## config.mk

```make
export PLATFORM = sky130hd
export DESIGN_NAME = bp_be_instr_encoder
export DESIGN_NICKNAME = d
export VERILOG_FILES = /design/src/rtl/bp_be_instr_encoder.sv
export SDC_FILE = /design/constraint.sdc
export NUM_CORES = 1
export LEC_CHECK = 0
export BUFFER_PORTS_ARGS = -buffer_cell sky130_fd_sc_hd__buf_2
export CORE_MARGIN = 2
export CORE_UTILIZATION = 42
export DETAILED_ROUTE_END_ITERATION = 7
export PLACE_DENSITY = 0.65
export SETUP_SLACK_MARGIN = 0.2
export SLEW_MARGIN = 30
export SYNTH_ARGS = -nofsm -noshare
export SYNTH_HDL_FRONTEND = slang
export SYNTH_SLANG_ARGS = --single-unit
```

## constraint.sdc

```tcl
create_clock -name clk_i -period 4.3 [get_ports clk_i]
set_input_delay 0.215 -clock clk_i [delete_from_list [all_inputs] [get_ports clk_i]]
set_output_delay 0.215 -clock clk_i [all_outputs]
set_load 0.005 [all_outputs]
```

## src/rtl/bp_be_instr_encoder.sv

```systemverilog
// RV64 instruction sequencer for debug/boot injection: emits CSR, LI, LD, SD
// and FENCE.I words over a valid/yumi handshake. Option: BP_BE_INSTR_ENCODER_LI_OPT_EN.
module bp_be_instr_encoder #(
    parameter int unsigned vaddr_width_p = 39,
    parameter logic [63:0] inject_pc_p   = 64'd0
) (
    input  logic                     clk_i,
    input  logic                     reset_n_i,
    input  logic                     cmd_v_i,
    output logic                     cmd_ready_o,
    input  logic [2:0]               cmd_op_i,
    input  logic [4:0]               cmd_rd_i,
    input  logic [4:0]               cmd_rs1_i,
    input  logic [11:0]              cmd_csr_i,
    input  logic [31:0]              cmd_imm_i,
    output logic                     instr_v_o,
    output logic [31:0]              instr_o,
    output logic [vaddr_width_p-1:0] pc_o,
    output logic                     fe_exc_not_instr_o,
    input  logic                     instr_yumi_i,
    output logic                     done_o,
    output logic                     err_o
);

    typedef enum logic [1:0] {
        IDLE  = 2'd0,
        EMIT0 = 2'd1,
        EMIT1 = 2'd2
    } state_e;

    localparam logic [2:0] OP_CSR_RD  = 3'd0;
    localparam logic [2:0] OP_CSR_WR  = 3'd1;
    localparam logic [2:0] OP_LI      = 3'd2;
    localparam logic [2:0] OP_LD      = 3'd3;
    localparam logic [2:0] OP_SD      = 3'd4;
    localparam logic [2:0] OP_FENCE_I = 3'd5;

    state_e      state_q, state_d;
    logic [2:0]  op_q, op_d;
    logic [4:0]  rd_q, rd_d;
    logic [4:0]  rs1_q, rs1_d;
    logic [11:0] csr_q, csr_d;
    logic [31:0] imm_q, imm_d;
    logic        done_q, done_d;
    logic        err_q, err_d;

    logic        accept;
    logic        op_legal;
    logic        two_word;
    logic [19:0] lui_hi;
    logic [31:0] lui_adj;
    logic [31:0] addiw_w;
    logic [31:0] li_w0;
    logic        li_single;
    logic [31:0] word0;
    logic [31:0] word1;

    assign accept   = cmd_v_i & (state_q == IDLE);
    assign op_legal = (cmd_op_i <= OP_FENCE_I);

    // Bump the upper part when ADDIW will sign-extend a negative low half
    assign lui_hi  = imm_q[31:12] + {19'd0, imm_q[11]};
    assign lui_adj = {lui_hi, rd_q, 7'h37};
    assign addiw_w = {imm_q[11:0], rd_q, 3'b000, rd_q, 7'h1B};

`ifdef BP_BE_INSTR_ENCODER_LI_OPT_EN
    logic addi_ok;
    logic lui_ok;
    assign addi_ok = (imm_q == {{20{imm_q[11]}}, imm_q[11:0]});
    assign lui_ok  = (imm_q[11:0] == 12'd0);
    assign li_single = addi_ok | lui_ok;
    always_comb begin
        li_w0 = lui_adj;
        if (addi_ok) begin
            li_w0 = {imm_q[11:0], 5'd0, 3'b000, rd_q, 7'h13};
        end else if (lui_ok) begin
            li_w0 = {imm_q[31:12], rd_q, 7'h37};
        end
    end
`else
    assign li_single = 1'b0;
    assign li_w0     = lui_adj;
`endif

    assign two_word = (op_q == OP_LI) & ~li_single;

    always_comb begin
        word0 = 32'd0;
        case (op_q)
            OP_CSR_RD:  word0 = {csr_q, 5'd0, 3'b010, rd_q, 7'h73};
            OP_CSR_WR:  word0 = {csr_q, rs1_q, 3'b001, 5'd0, 7'h73};
            OP_LI:      word0 = li_w0;
            OP_LD:      word0 = {imm_q[11:0], rs1_q, 3'b011, rd_q, 7'h03};
            OP_SD:      word0 = {imm_q[11:5], rd_q, rs1_q, 3'b011,
                                 imm_q[4:0], 7'h23};
            OP_FENCE_I: word0 = 32'h0000100F;
            default:    word0 = 32'd0;
        endcase
    end

    assign word1 = addiw_w;

    always_comb begin
        state_d = state_q;
        op_d    = op_q;
        rd_d    = rd_q;
        rs1_d   = rs1_q;
        csr_d   = csr_q;
        imm_d   = imm_q;
        done_d  = 1'b0;
        err_d   = 1'b0;
        case (state_q)
            IDLE: begin
                if (accept) begin
                    if (op_legal) begin
                        state_d = EMIT0;
                        op_d    = cmd_op_i;
                        rd_d    = cmd_rd_i;
                        rs1_d   = cmd_rs1_i;
                        csr_d   = cmd_csr_i;
                        imm_d   = cmd_imm_i;
                    end else begin
                        err_d = 1'b1;
                    end
                end
            end
            EMIT0: begin
                if (instr_yumi_i) begin
                    if (two_word) begin
                        state_d = EMIT1;
                    end else begin
                        state_d = IDLE;
                        done_d  = 1'b1;
                    end
                end
            end
            EMIT1: begin
                if (instr_yumi_i) begin
                    state_d = IDLE;
                    done_d  = 1'b1;
                end
            end
            default: state_d = IDLE;
        endcase
    end

    always_ff @(posedge clk_i or negedge reset_n_i) begin
        if (!reset_n_i) begin
            state_q <= IDLE;
            op_q    <= 3'd0;
            rd_q    <= 5'd0;
            rs1_q   <= 5'd0;
            csr_q   <= 12'd0;
            imm_q   <= 32'd0;
            done_q  <= 1'b0;
            err_q   <= 1'b0;
        end else begin
            state_q <= state_d;
            op_q    <= op_d;
            rd_q    <= rd_d;
            rs1_q   <= rs1_d;
            csr_q   <= csr_d;
            imm_q   <= imm_d;
            done_q  <= done_d;
            err_q   <= err_d;
        end
    end

    assign cmd_ready_o        = (state_q == IDLE);
    assign instr_v_o          = (state_q != IDLE);
    assign instr_o            = (state_q == EMIT1) ? word1 :
                                (state_q == EMIT0) ? word0 : 32'd0;
    assign pc_o               = inject_pc_p[vaddr_width_p-1:0];
    assign fe_exc_not_instr_o = 1'b0;
    assign done_o             = done_q;
    assign err_o              = err_q;

endmodule

```

==> qor.txt <==
CP Capture Type -> primary output
core area -> 8760 µm²
GR Layer Usage met2 -> 0.299
Post-Synthesis Cells -> 360
CP Class -> register to primary output
met3 Resource Use GR -> 0.0365
ys async rst share -> 1.00
share of the synthesized area in the top cell type -> 0.402
die area -> 9820 µm²
CTS clk-pin slew, worst paths -> 60 ps
post-synthesis sequential area ratio -> 0.402
max_slew headroom -> 0.487
fillcell total -> 846
largest net degree at the start of global routing -> 62
Min-Delay Path Class -> input pin to asynchronous set/reset pin
die height -> 99.1 µm
multi-input logic area -> 1970 µm²
Critical Path Max Stage Delay -> 430 ps
leakage power -> 2.03 nW
Tcrit/Tclk final -> 0.644
top post-synthesis cells by count -> 61 x dfrtp_1, 55 x mux2_2, 42 x buf_4, 28 x nand2_1, 20 x nor2_1
Post-Synthesis Cell Area -> 3800 µm²
Most used DFF post-synth -> dfrtp_1
worst-margin pin slew -> 770 ps
Max Buffers Root-to-Sink -> 2
Tot GR Track Use -> 0.178
Post-DRT Antenna Nets -> 0
TritonCTS Sinks -> 61
nets -> 516
kind of cell adding the most delay to the critical path -> compound AO/OA/AOI/OAI gates
Layout area overhead -> 14.3%
diode count -> 0
Max Clk Rate -> 0.361 GHz
met1 global-route usage -> 0.231
first-pass GRT wire length -> 13700 µm
CP startpoint kind -> register
Post-Layout Cell Count -> 563
DR DRC count -> 0
RSZ-0062 raised after global routing -> false
Data required, critical path -> 4090 ps
share of cells above drive strength 1 -> 0.407
#FFs+latches synth -> 61
total grt overflow -> 0
Reg area -> 1530 µm²
Synth area leader -> dfrtp_1
wire per inst -> 15.0 µm
maximum fanout along the worst path -> 19
final wirelength -> 8430 µm
CTS Hold Bufs -> 0
max-cap violation count -> 0
Critical path buffers and inverters -> 2
Die Wd -> 99.1 µm
Synth Area per Inst -> 10.6 µm²
critical-path cell list -> inv_1, ha_1, nand2b_4, a21oi_4, nand3_4, o21ai_0, buf_2
outcome -> completed
TNS Setup -> 0 ps
Skew-Pair Late Insertion Delay -> 330 ps
largest cells by area after synthesis -> dfrtp_1 40%, mux2_2 16%, buf_4 8.3%, nand2_1 2.8%, xnor2_1 2.5%
Data arrival, critical path -> 2550 ps
Placed Cells -> 547
Initial Util -> 0.434
CTS tree -> yes
Distinct cells, synth -> 51
IO buf count -> 96
Critical path origin -> state_q[0]
pwr dens -> 661 nW/µm²
Final Hold Fails -> 0
final worst path period need -> 2770 ps
via count -> 2841
setup violators final -> 0
clk_skew -> 2.52 ps
Via density -> 5.05
number of synthesis warnings -> 0
initial antenna violation count -> 0
Tot Pwr -> 0.00287 W
Post CTS Setup Buffer Count -> 0
router iterations before antenna repair -> 4
Placer Congestion -> 0.832
final slew viol count -> 0
drt initial violations -> 108
Post-synth EDFFs -> 0
vias in the first global route -> 2757
grt peak-use layer -> met2
row count -> 34
post-DP HPWL -> 6420 µm
Slowest-stage cell, CP -> ha_1
Reg-to-Reg Start -> state_q[0]
# H-tree levels -> 3
I/O Pins -> 137
Max VDD drop -> 286 µV
post_cts resized -> 0
most common cell in the netlist -> dfrtp_1
total CTS buffers -> 9
Root Driver -> clkbuf_8
## routing by layer
metal	vias up	routed length, µm
li1	1354	-
met1	1369	3680
met2	110	4160
met3	8	524
met4	0	70
met5	-	0
## worst reg2reg max path, stage by stage (launching register included)
cell     delay, ps
dfrtp_1        400
inv_1           90
ha_1           230
nand3_2        480
buf_4          480
mux2_2         350
## cell families (layout without fill, tap and decap cells)
kind of cell / after synthesis / in the layout / synth area share
AO/OA/AOI/OAI: 59 / 59 / 0.111
XOR/XNOR: 19 / 19 / 0.0438
adder cells (fa/ha/maj): 5 / 5 / 0.0165
buffers and inverters: 71 / 127 / 0.122
flip-flops: 61 / 61 / 0.402
multiplexers: 55 / 55 / 0.163
other: 1 / 40 / 0.000987
AND/OR/NAND/NOR: 89 / 89 / 0.141
## power breakdown
group	internal, W	leakage [nW]	total (W)	switching [W]
registers	0.000856	0.720	0.00120	0.000343
logic	0.000634	1.22	0.00122	0.000588
clock network	0.000241	0.0877	0.000449	0.000208
## state kept, by name, indices dropped and copies added, names as in the netlist
signal / cells
imm_q: 32
csr_q: 12
rd_q: 5
rs1_q: 5
op_q: 3
state_q: 2
done_o: 1
err_o: 1
## cells in the final DEF (no fill, tap or decap), types with 2 or more instances in the layout
cell type and count:
nor2b_1 7, clkbuf_8 11, o21bai_1 3, ha_1 5, nand3_1 5, o21ai_0 13, clkbuf_1 4, xnor2_1 11
and3_1 3, dfrtp_1 61, xor2_1 8, nand3_4 2, a21oi_1 11, o21ai_1 2, buf_2 96, inv_1 13
a22o_1 7, nor4_4 3, mux2_2 55, buf_4 2, nand3_2 2, nand2_1 28, conb_1 40, nor2_1 20
a211oi_1 2, nand4_1 3, o221ai_1 5, nor3_2 4, a22oi_1 7, o221ai_2 2
## final timing paths
kind                                to  slack [ps]  depth (start not counted)
max                        instr_o[22]        1530                          7
min                          imm_q[25]          40                          2
max reg2reg                  imm_q[22]        2160                          5
min reg2reg                   imm_q[8]         510                          1
max in group asynchronous       done_o        3760                          2
min in group clk_i           csr_q[10]         110                          2
## stage by stage
step	utilization	cell area (µm²)	setup slack (ps)	hold WS [ps]
2_1_floorplan	-	3950	2430	-80.6
3_5_place_dp	0.475	4170	1770	424
5_1_grt	0.496	4340	1310	93.4
6_report	0.496	4340	1530	38.9
3_3_place_gp	0.475	4170	1800	420
4_1_cts	0.495	4340	1380	57.9
## cell type report
cell class,instances,share of cell area
multi-input combinational,267,0.453
sequential,61,0.351
timing repair buffer,98,0.114
clock buffer,15,0.0383
tap,108,0.0311
inverter,13,0.0112
clock inverter,1,0.00115
No activity file was read; power rests on OpenSTA's default activity.
